--- src/rtl/ahb_lite_arb_pkg.sv ---
// Shared types for the AHB-Lite initiator arbiter: transfer-type encoding and the buffered address-phase record.
package ahb_lite_arb_pkg;

   localparam int unsigned HADDR_W = 32;

   typedef enum logic [1:0] {
      IDLE   = 2'b00,
      BUSY   = 2'b01,
      NONSEQ = 2'b10,
      SEQ    = 2'b11
   } htrans_e;

   typedef struct packed {
      logic [HADDR_W-1:0] haddr;
      htrans_e            htrans;
      logic               hwrite;
      logic [2:0]         hsize;
   } ahb_addr_phase_t;

   function automatic logic is_xfer(input htrans_e t);
      return (t == NONSEQ) || (t == SEQ);
   endfunction

endpackage

--- src/rtl/ahb_lite_arb_hold_reg.sv ---
// Per-initiator hold register: buffers an address phase that could not be issued and flags it for replay.
module ahb_lite_arb_hold_reg
   import ahb_lite_arb_pkg::*;
(
   input  logic            hclk,
   input  logic            hreset_n,
   input  logic            load,
   input  logic            clr,
   input  ahb_addr_phase_t phase_d,
   output ahb_addr_phase_t phase_q,
   output logic            held
);

   always_ff @(posedge hclk or negedge hreset_n) begin
      if (!hreset_n)  held <= 1'b0;
      else if (clr)   held <= 1'b0;
      else if (load)  held <= 1'b1;
   end

   // Payload is only meaningful while held=1, so it carries no reset.
   always_ff @(posedge hclk) begin
      if (load) phase_q <= phase_d;
   end

endmodule

--- src/rtl/ahb_lite_initiator_arbiter.sv ---
// Shares one downstream AHB-Lite initiator port among NUM_INITIATORS requesters, buffering and replaying losers.
// Define AHB_LITE_ARB_RR_EN for round-robin arbitration; otherwise fixed priority (lowest index wins).
module ahb_lite_initiator_arbiter
   import ahb_lite_arb_pkg::*;
#(
   parameter int AHB_LITE_ADDR_WIDTH = 32,
   parameter int AHB_LITE_DATA_WIDTH = 32,
   parameter int NUM_INITIATORS      = 2,
   localparam int IDX_W              = $clog2(NUM_INITIATORS)
) (
   input  logic                                        hclk,
   input  logic                                        hreset_n,
   input  logic                                        force_bus_idle,
   input  logic [NUM_INITIATORS*AHB_LITE_ADDR_WIDTH-1:0] init_haddr_i,
   input  logic [NUM_INITIATORS*2-1:0]                 init_htrans_i,
   input  logic [NUM_INITIATORS-1:0]                   init_hwrite_i,
   input  logic [NUM_INITIATORS*3-1:0]                 init_hsize_i,
   input  logic [NUM_INITIATORS*AHB_LITE_DATA_WIDTH-1:0] init_hwdata_i,
   output logic [NUM_INITIATORS*AHB_LITE_DATA_WIDTH-1:0] init_hrdata_o,
   output logic [NUM_INITIATORS-1:0]                   init_hreadyout_o,
   output logic [NUM_INITIATORS-1:0]                   init_hresp_o,
   output logic [AHB_LITE_ADDR_WIDTH-1:0]              m_haddr_o,
   output logic [1:0]                                  m_htrans_o,
   output logic                                        m_hwrite_o,
   output logic [2:0]                                  m_hsize_o,
   output logic [AHB_LITE_DATA_WIDTH-1:0]              m_hwdata_o,
   input  logic [AHB_LITE_DATA_WIDTH-1:0]              m_hrdata_i,
   input  logic                                        m_hreadyout_i,
   input  logic                                        m_hresp_i,
   output logic [IDX_W-1:0]                            grant_o
);

   localparam int N  = NUM_INITIATORS;
   localparam int AW = AHB_LITE_ADDR_WIDTH;
   localparam int DW = AHB_LITE_DATA_WIDTH;

   ahb_addr_phase_t live_ph [N];
   ahb_addr_phase_t hold_ph [N];
   ahb_addr_phase_t sel_ph  [N];
   ahb_addr_phase_t m_ph;
   ahb_addr_phase_t g_ph;
   logic [N-1:0]     held, req, load, clr;
   logic             data_vld, err_kill, arb_en, locked, found, issue;
   logic [IDX_W-1:0] data_own, winner;

   for (genvar g = 0; g < N; g++) begin : g_hold
      ahb_lite_arb_hold_reg u_hold (
         .hclk     (hclk),
         .hreset_n (hreset_n),
         .load     (load[g]),
         .clr      (clr[g]),
         .phase_d  (live_ph[g]),
         .phase_q  (hold_ph[g]),
         .held     (held[g])
      );
   end

   assign err_kill = data_vld & m_hresp_i;
   assign arb_en   = hreset_n & m_hreadyout_i & ~force_bus_idle;

   always_comb begin
      for (int i = 0; i < N; i++) begin
         if (data_vld && data_own == IDX_W'(i)) init_hreadyout_o[i] = m_hreadyout_i;
         else if (held[i])                        init_hreadyout_o[i] = 1'b0;
         else                                     init_hreadyout_o[i] = 1'b1;
         init_hresp_o[i] = data_vld & (data_own == IDX_W'(i)) & m_hresp_i;
      end
   end

   // The owner of an erroring data phase loses its next phase: it is neither issued nor buffered.
   always_comb begin
      for (int i = 0; i < N; i++) begin
         live_ph[i].haddr  = HADDR_W'(init_haddr_i[i*AW +: AW]);
         live_ph[i].htrans = htrans_e'(init_htrans_i[2*i +: 2]);
         live_ph[i].hwrite = init_hwrite_i[i];
         live_ph[i].hsize  = init_hsize_i[3*i +: 3];
         sel_ph[i]         = held[i] ? hold_ph[i] : live_ph[i];
         req[i]            = (held[i] | (init_hreadyout_o[i] & is_xfer(live_ph[i].htrans)))
                             & ~(err_kill & (data_own == IDX_W'(i)));
      end
   end

`ifdef AHB_LITE_ARB_RR_EN
   logic [IDX_W-1:0] rr_ptr;
`endif

   always_comb begin
      winner = grant_o;
      found  = 1'b0;
      g_ph   = sel_ph[grant_o];
      locked = (held[grant_o] | init_hreadyout_o[grant_o])
               & ((g_ph.htrans == SEQ) | (g_ph.htrans == BUSY))
               & ~(err_kill & (data_own == grant_o));
      if (locked) begin
         found = 1'b1;
      end else begin
`ifdef AHB_LITE_ARB_RR_EN
         for (int k = 0; k < N; k++) begin
            int idx;
            idx = (int'(rr_ptr) + k) % N;
            if (!found && req[idx]) begin
               winner = IDX_W'(idx);
               found  = 1'b1;
            end
         end
`else
         for (int i = 0; i < N; i++) begin
            if (!found && req[i]) begin
               winner = IDX_W'(i);
               found  = 1'b1;
            end
         end
`endif
      end
   end

   assign issue = arb_en & found;
   assign m_ph  = issue ? sel_ph[winner] : '0;

   always_comb begin
      for (int i = 0; i < N; i++) begin
         load[i] = req[i] & ~held[i] & ~(issue & (winner == IDX_W'(i)));
         clr[i]  = (issue & (winner == IDX_W'(i)) & held[i]) | (err_kill & (data_own == IDX_W'(i)));
      end
   end

   always_ff @(posedge hclk or negedge hreset_n) begin
      if (!hreset_n) begin
         data_vld <= 1'b0;
         data_own <= '0;
         grant_o  <= '0;
      end else begin
         if (m_hreadyout_i) begin
            data_vld <= issue & is_xfer(m_ph.htrans);
            if (issue) data_own <= winner;
         end
         if (issue) grant_o <= winner;
      end
   end

`ifdef AHB_LITE_ARB_RR_EN
   always_ff @(posedge hclk or negedge hreset_n) begin
      if (!hreset_n)                            rr_ptr <= '0;
      else if (issue && m_ph.htrans == NONSEQ)  rr_ptr <= IDX_W'((int'(winner) + 1) % N);
   end
`endif

   assign m_haddr_o     = AW'(m_ph.haddr);
   assign m_htrans_o    = m_ph.htrans;
   assign m_hwrite_o    = m_ph.hwrite;
   assign m_hsize_o     = m_ph.hsize;
   assign m_hwdata_o    = init_hwdata_i[data_own*DW +: DW];
   assign init_hrdata_o = {N{m_hrdata_i}};

endmodule
--- config.mk ---
export PLATFORM = sky130hd
export DESIGN_NAME = ahb_lite_initiator_arbiter
export DESIGN_NICKNAME = d
export VERILOG_FILES = /design/src/rtl/ahb_lite_arb_pkg.sv /design/src/rtl/ahb_lite_arb_hold_reg.sv /design/src/rtl/ahb_lite_initiator_arbiter.sv
export SDC_FILE = /design/constraint.sdc
export NUM_CORES = 1
export LEC_CHECK = 0
export ABC_AREA = 1
export BUFFER_PORTS_ARGS = -buffer_cell sky130_fd_sc_hd__clkbuf_2
export CORE_AREA = 5 5 136 138
export DETAILED_ROUTE_END_ITERATION = 12
export DIE_AREA = 0 0 141 143
export SLEW_MARGIN = 10
export SYNTH_ARGS = -nofsm -noshare
export SYNTH_HDL_FRONTEND = slang
export SYNTH_HIERARCHICAL = 1
export SYNTH_SLANG_ARGS = --single-unit
--- constraint.sdc ---
create_clock -name hclk -period 6.9 [get_ports hclk]
set_clock_uncertainty 0.15 [all_clocks]
set_input_delay 0.345 -clock hclk [delete_from_list [all_inputs] [get_ports hclk]]
set_output_delay 0.345 -clock hclk [all_outputs]
set_load 0.05 [all_outputs]
== Yosys cells after proc, flatten, opt, wreduce, memory -nomap -nowiden ==
Index checks and enable logic that the tools add are counted.

* Register bits: 81
* Latch bits: 0
* RAM bits: 0
* ROM bits: 0
* Logic and storage cells: 108
* Memories: 0

* $add $sub $neg: 0
* $mul: 0
* Div/mod/pow operators: 0
* Magnitude comparators: 3
* Eq/ne operators: 9
* Shift operators: 1
* Muxes and demuxes: 28
* Bitwise logic cells: 44
* Reductions and logical operators: 10

{| class="wikitable"
|+ Operator list
! operator !! count
|-
| two-way mux 38 bit || 6
|-
| indexed part select 64 x 7 -> 32 bit || 1
|-
| bitwise AND 1 bit || 26
|-
| two-way mux 1 bit || 19
|-
| two-way mux 6 bit || 3
|-
| == test 2 bit, second input constant || 7
|-
| inverter 1 bit || 10
|-
| OR 1 bit || 6
|-
| >= comparator 2 bit, second input constant || 2
|-
| inverter 1 -> 2 bit || 2
|-
| nonzero test 2 bit || 2
|-
| logical AND 1 bit || 3
|-
| logical OR 1 bit || 3
|-
| == test 2 x 1 -> 1 bit, second input constant || 1
|-
| < comparator 1 x 2 -> 1 bit, second input constant || 1
|-
| AND reduction 2 bit || 1
|-
| == test 1 bit || 1
|-
| zero test 1 bit || 1
|}

== Longest topological paths before layout ==
* Word-level depth: 21
* Gate-level depth with buffers: 14
* Mapped depth without buffers: 12

== Cells and area by module ==
Netlist, hierarchy kept.

{| class="wikitable"
|+ By module, submodules not included
! module !! instances !! cells each !! area each (um^2)
|-
| ahb_lite_initiator_arbiter || 1 || 595 || 2673.8
|-
| ahb_lite_arb_hold_reg || 2 || 41 || 1173.6
|}

== Worst setup path before layout ==
Ideal clock, no wire load.

* Kind: reg-to-reg
* From: register grant_o
* To: register g_hold[0].u_hold/phase_q[0] (netlist name), enable pin
* Library setup time: 0.448 ns
* Data arrival time: 3.375 ns
* Setup slack: 2.927 ns
* Cell stages (with the launch flop): 10
* Path through: dfrtp_1 > inv_1 > nand2_1 > nand3_1 > nand2_1 > nand2_1 > nand2_1 > inv_2 > buf_2 > a21oi_1

* Longest elaborated chain between the ends: 13

{| class="wikitable"
|+ Ends and longest elaborated chain
! item !! RTL line !! RTL
|-
| from (decl) || ahb_lite_initiator_arbiter.sv:30 || <nowiki>output logic [IDX_W-1:0] grant_o</nowiki>
|-
| from (signal assigned) || ahb_lite_initiator_arbiter.sv:137 || <nowiki>if (issue) grant_o <= winner;</nowiki>
|-
| inverter 1 -> 2 bit (not written as such) || ahb_lite_initiator_arbiter.sv:90 || <nowiki>g_ph = sel_ph[grant_o];</nowiki>
|-
| two-way mux 6 bit (not written as such) (3 in a row) || ahb_lite_initiator_arbiter.sv:90 ||
|-
| == test 2 bit / == test 2 x 1 -> 1 bit (equally long branches) || ahb_lite_initiator_arbiter.sv:92 || <nowiki>& ((g_ph.htrans == SEQ) | (g_ph.htrans == BUSY))</nowiki>
|-
| OR 1 bit || ahb_lite_initiator_arbiter.sv:92 ||
|-
| bitwise AND 1 bit || ahb_lite_initiator_arbiter.sv:92 ||
|-
| bitwise AND 1 bit || ahb_lite_initiator_arbiter.sv:93 || <nowiki>& ~(err_kill & (data_own == grant_o));</nowiki>
|-
| two-way mux 1 bit || ahb_lite_initiator_arbiter.sv:94 || <nowiki>if (locked) begin</nowiki>
|-
| bitwise AND 1 bit / inverter 1 bit (equally long branches) || ahb_lite_initiator_arbiter.sv:117, ahb_lite_initiator_arbiter.sv:122 ||
|-
| bitwise AND 1 bit (*) || ahb_lite_initiator_arbiter.sv:122 || <nowiki>load[i] = req[i] & ~held[i] & ~(issue & (winner == IDX_W'(i)));</nowiki>
|-
| inverter 1 bit (*) || ahb_lite_initiator_arbiter.sv:122 ||
|-
| bitwise AND 1 bit (*) || ahb_lite_initiator_arbiter.sv:122 ||
|-
| named net load[0] || ahb_lite_initiator_arbiter.sv:42 || <nowiki>logic [N-1:0] held, req, load, clr;</nowiki>
|-
| to (signal assigned) || ahb_lite_arb_hold_reg.sv:22 || <nowiki>if (load) phase_q <= phase_d;</nowiki>
|-
| to (decl) || ahb_lite_arb_hold_reg.sv:10 || <nowiki>output ahb_addr_phase_t phase_q,</nowiki>
|}

Mark *: on every way through the listed nets, which the timed path passes. The rest lies on a longest branch. The select of a mux whose other input is x is not followed.
A chain may end at the register's enable or synchronous reset.

== Final worst setup path ==
* From: register g_hold[0].u_hold.held
* To: output port m_haddr_o[4]

* Longest elaborated chain between the ends: 16

{| class="wikitable"
|+ Ends and longest elaborated chain
! item !! RTL line !! RTL
|-
| from (decl) || ahb_lite_arb_hold_reg.sv:11 || <nowiki>output logic held</nowiki>
|-
| from (signal assigned) || ahb_lite_arb_hold_reg.sv:15 || <nowiki>if (!hreset_n) held <= 1'b0;</nowiki>
|-
| from (signal assigned) || ahb_lite_arb_hold_reg.sv:16 || <nowiki>else if (clr) held <= 1'b0;</nowiki>
|-
| from (signal assigned) || ahb_lite_arb_hold_reg.sv:17 || <nowiki>else if (load) held <= 1'b1;</nowiki>
|-
| two-way mux 1 bit || ahb_lite_initiator_arbiter.sv:64 || <nowiki>else if (held[i]) init_hreadyout_o[i] = 1'b0;</nowiki>
|-
| two-way mux 1 bit || ahb_lite_initiator_arbiter.sv:63 || <nowiki>if (data_vld && data_own == IDX_W'(i)) init_hreadyout_o[i] = m_hreadyout_i;</nowiki>
|-
| bitwise AND 1 bit || ahb_lite_initiator_arbiter.sv:78 || <nowiki>req[i] = (held[i] | (init_hreadyout_o[i] & is_xfer(live_ph[i].htrans)))</nowiki>
|-
| OR 1 bit || ahb_lite_initiator_arbiter.sv:78 ||
|-
| bitwise AND 1 bit || ahb_lite_initiator_arbiter.sv:79 || <nowiki>& ~(err_kill & (data_own == IDX_W'(i)));</nowiki>
|-
| two-way mux 1 bit || ahb_lite_initiator_arbiter.sv:108 || <nowiki>if (!found && req[i]) begin</nowiki>
|-
| two-way mux 1 bit || ahb_lite_initiator_arbiter.sv:94 ||
|-
| zero test 1 bit || ahb_lite_initiator_arbiter.sv:108 ||
|-
| logical AND 1 bit || ahb_lite_initiator_arbiter.sv:108 ||
|-
| two-way mux 1 bit || ahb_lite_initiator_arbiter.sv:108 ||
|-
| two-way mux 1 bit || ahb_lite_initiator_arbiter.sv:94 ||
|-
| inverter 1 -> 2 bit (not written as such) || ahb_lite_initiator_arbiter.sv:118 || <nowiki>assign m_ph = issue ? sel_ph[winner] : '0;</nowiki>
|-
| two-way mux 38 bit (not written as such) (3 in a row) || ahb_lite_initiator_arbiter.sv:118 ||
|-
| two-way mux 38 bit (*) || ahb_lite_initiator_arbiter.sv:118 ||
|-
| to (decl) || ahb_lite_initiator_arbiter.sv:22 || <nowiki>output logic [AHB_LITE_ADDR_WIDTH-1:0] m_haddr_o,</nowiki>
|}

Every way passes the cells marked *; elsewhere a longest branch is shown, timed or not. The select of a mux whose other input is x is not followed.

==> impl_metrics.yaml <==
min_path:
  hp-class: "input pin to flop"
power:
  net_switching_mw: 1.23
  p_seq_frac: 0.282
  switching_part_of_the_total: 0.491
  combinationalPowerShare: 0.500
  power-per-cell-area_nw_per_um2: 406
  internal-power_mw: 1.27
  ir_drop_worst_vdd_uv: 187
  relative_contribution_of_the_clock_network_to_total_power: 0.218
  cellLeakagePower_nw: 3.31
synthesis:
  postSynthNetCount: 854
  synth.top_cells.by_area: "sky130_fd_sc_hd__edfxtp_1 (45%), sky130_fd_sc_hd__nand2_1 (31%), sky130_fd_sc_hd__buf_4 (9.6%), sky130_fd_sc_hd__nand3_1 (4.7%), sky130_fd_sc_hd__dfrtp_1 (2.5%)"
  number_of_distinct_library_cell_variants_in_the_gate_level_netlist_after_synthesis: 20
  synth_largest_type_area_fraction: 0.455
  post_synth_inst_count: 677
  syn-mean-instance-area_um2: 7.42
  ys_seq_area_frac: 0.479
  syn_area_um2: 5020
  post-synth-top-area-cell: "sky130_fd_sc_hd__edfxtp_1"
  synthesis.yosys.warnings: 6
  ys_ff_latch: 81
global_routing:
  grt.overflow.total: 0
  grt_start_max_net_pins: 44
  number_of_antenna_violations_at_the_first_check_in_global_routing: 0
  first_global_vias: 4591
  global_route_wire_length_before_repair_mm: 26.6
  grtUsageTotal: 0.173
cts:
  cts_htree_levels: 3
  tritoncts_clock_tree: "built"
  cts-resized-gates: 0
  post-cts-setup-buffers: 0
  clock_insertion_delay_worst_skew_ns: 0.33
  clk_transition_reported_paths_ns: 0.06
  tritoncts_num_sinks: 81
  post_cts_hold_buffer_count: 1
  root_buffer_cell: "sky130_fd_sc_hd__clkbuf_16"
  cts_max_path_buffers: 2
  number_of_buffers_added_by_the_clock_tree_synthesis_step: 9
routing:
  top_layer: "met4"
  drt_pre_antenna_iters: 4
  detail_route.vias_per_cell: 4.45
  drtIter0Drc: 234
  met1Wirelength_mm: 6.92
  final_antenna_net_count: 0
  vias: 4644
  routed-wl-met3_mm: 1.61
  drc: 0
  met2_length_mm: 9.23
  route.final.wire_length_mm: 18.0
  routed_wire_length_per_instance_um: 17.2
layout:
  nFillCells: 1843
  synthToLayoutAreaGrowth_pct: 22.6
  final_layout_size_suffix_gt1_frac: 0.309
  finish.net_count: 990
  antenna_cell_count: 0
  final_design_instance_area_without_fill_um2: 6150
die:
  floorplan.die.width_um: 141
  row_count: 48
  pin_count: 316
  die_area_um2: 20200
  floorplan.initialDensity: 0.294
  floorplan.core_area_um2: 17100
  die_h_um: 143
critical_path:
  crit_path_start_kind: "flop"
  crit_path_top_delay_cell: "sky130_fd_sc_hd__nor2_4"
  cp_num_buf_inv: 2
  crit_path_capture_type: "output pin"
  worstPathMaxFanout: 43
  worst_path_largest_cell_delay_ns: 0.94
  timing.critical_path.required_ns: 6.40
  worst-setup-path-type: "flop to output pin"
  critical_path.most_common_cell: "sky130_fd_sc_hd__nand2_1"
  worst-endpoint-arrival_ns: 4.28
  cp_top_family: "simple AND/OR/NAND/NOR gates"
  worst_path_cell_trace: "inv_2, nand3_1, nand3_1, nand2_1, nand2_1, nand2_2, nand2_2, nor2_4, nand2_1, nand2_1, clkbuf_2"
place:
  finalWeightedCongestion: 0.872
  place_area_um2: 5800
  dp_hpwl_mm: 14.0
  placement.setup.worst_slack_ns: 2.30
  io_buffers: 219
sta:
  report.final.setup_viol: 0
  worst_slack_ns: 2.13
  tightestPinTransition_ns: 1.15
  slew_violations: 0
  timing.final.hold_violations: 0
  rsz0062_at_grt: "false"
  max_clock_freq_mhz: 209
  timing.max_slew.rel_slack: 0.231
  min_period_over_period: 0.692
  final_setup_tns_ns: 0
  final.min_clock_period_ns: 4.77
outcome:
  outcome: "complete, no violations"
run:
  max-cap-violations: 0
-- cells in the final DEF, fill, tap and decap left out --
master	n
sky130_fd_sc_hd__inv_2	5
sky130_fd_sc_hd__nand2_2	3
sky130_fd_sc_hd__dfrtp_2	1
sky130_fd_sc_hd__nand2_1	411
sky130_fd_sc_hd__a21oi_4	1
sky130_fd_sc_hd__inv_6	1
sky130_fd_sc_hd__nand4_1	4
sky130_fd_sc_hd__bufinv_16	3
sky130_fd_sc_hd__or2_2	2
sky130_fd_sc_hd__dlygate4sd3_1	1
sky130_fd_sc_hd__nor2_1	5
sky130_fd_sc_hd__edfxtp_1	76
sky130_fd_sc_hd__clkinv_1	1
sky130_fd_sc_hd__clkbuf_2	219
sky130_fd_sc_hd__clkinvlp_4	2
sky130_fd_sc_hd__o21ai_0	6
sky130_fd_sc_hd__dfrtp_1	4
sky130_fd_sc_hd__nand3_1	47
sky130_fd_sc_hd__buf_4	4
sky130_fd_sc_hd__nor2_2	1
sky130_fd_sc_hd__clkbuf_16	9
sky130_fd_sc_hd__o21ai_1	1
sky130_fd_sc_hd__inv_1	9
sky130_fd_sc_hd__nor2_4	2
-- stage by stage --
step | utilization | total power, mW | instances | hold slack [ns]
3_3_place_gp | 0.340 | 1.97 | 1026 | 0.0440
6_report | 0.361 | 2.50 | 1043 | 0.0504
4_1_cts | 0.361 | 2.53 | 1043 | 0.0373
2_1_floorplan | - | 1.75 | 677 | -0.101
3_5_place_dp | 0.340 | 1.98 | 1026 | 0.0492
5_1_grt | 0.361 | 2.66 | 1043 | 0.0392
-- Yosys cell counts --
cell and n:
sky130_fd_sc_hd__o21ai_0 6, sky130_fd_sc_hd__dfrtp_1 5, sky130_fd_sc_hd__buf_6 3, sky130_fd_sc_hd__nand2_1 411
sky130_fd_sc_hd__inv_1 9, sky130_fd_sc_hd__or2_2 2, sky130_fd_sc_hd__o21ai_1 1, sky130_fd_sc_hd__nand4_1 4
sky130_fd_sc_hd__buf_1 4, sky130_fd_sc_hd__nand3_1 47, sky130_fd_sc_hd__edfxtp_1 76, sky130_fd_sc_hd__nor2_4 1
sky130_fd_sc_hd__nor2_2 1, sky130_fd_sc_hd__buf_2 10, sky130_fd_sc_hd__buf_4 64, sky130_fd_sc_hd__a21oi_1 1
sky130_fd_sc_hd__clkbuf_1 18, sky130_fd_sc_hd__nor2_1 6, sky130_fd_sc_hd__inv_2 5, sky130_fd_sc_hd__nand2_2 3
-- sequential cells by signal, indices dropped and copies added, names as in the netlist --
register	cells
data_own	1
grant_o	1
data_vld	1
g_hold.u_hold/held	2
g_hold.u_hold/phase_q	76
-- final cells by class --
class / instances / area [um^2] / share of cell area
clock buffers: 9 / 225 / 0.0366
clock inverters: 7 / 118 / 0.0191
inverters: 14 / 52.6 / 0.00854
multi-input cells: 483 / 1930 / 0.314
flip-flops and latches: 81 / 2410 / 0.391
well taps: 225 / 282 / 0.0457
repair buffers: 224 / 1140 / 0.185
-- power groups by stage --
stage                     Combinational [mW]  Clock, mW  Sequential [mW]
after floorplan                         1.06          0            0.691
after global placement                  1.26          0            0.712
after detailed placement                1.26          0            0.715
after CTS                               1.27      0.556            0.705
after global routing                    1.37      0.577            0.717
final                                   1.25      0.545            0.704
-- final timing paths --
path	to	slack, ns	depth (start not counted)	start
hold reg to reg	data_vld	0.43	2	data_vld
min in group asynchronous	g_hold[1].u_hold/held	0.31	2	hreset_n
hold / removal	g_hold[1].u_hold/phase_q[0]	0.05	1	init_hsize_i[3]
max in group asynchronous	g_hold[0].u_hold/held	6.11	2	hreset_n
setup / recovery	m_haddr_o[4]	2.13	11	g_hold[0].u_hold/held
setup reg to reg	g_hold[1].u_hold/phase_q[34]	2.40	8	g_hold[0].u_hold/held
-- routing by layer --
metal | up-vias | global-route usage
li1 | 2351 | -
met1 | 2060 | 0.199
met2 | 219 | 0.313
met3 | 14 | 0.0563
met4 | 0 | 0.0372
met5 | - | 0
-- kinds of logic after synthesis --
group / Yosys count / synth area share
AND/OR/NAND/NOR: 475 / 0.373
buffers and inverters: 113 / 0.139
flip-flops: 81 / 0.479
AO/OA/AOI/OAI: 8 / 0.00797
Note: power is estimated with default switching activity, not from simulation.
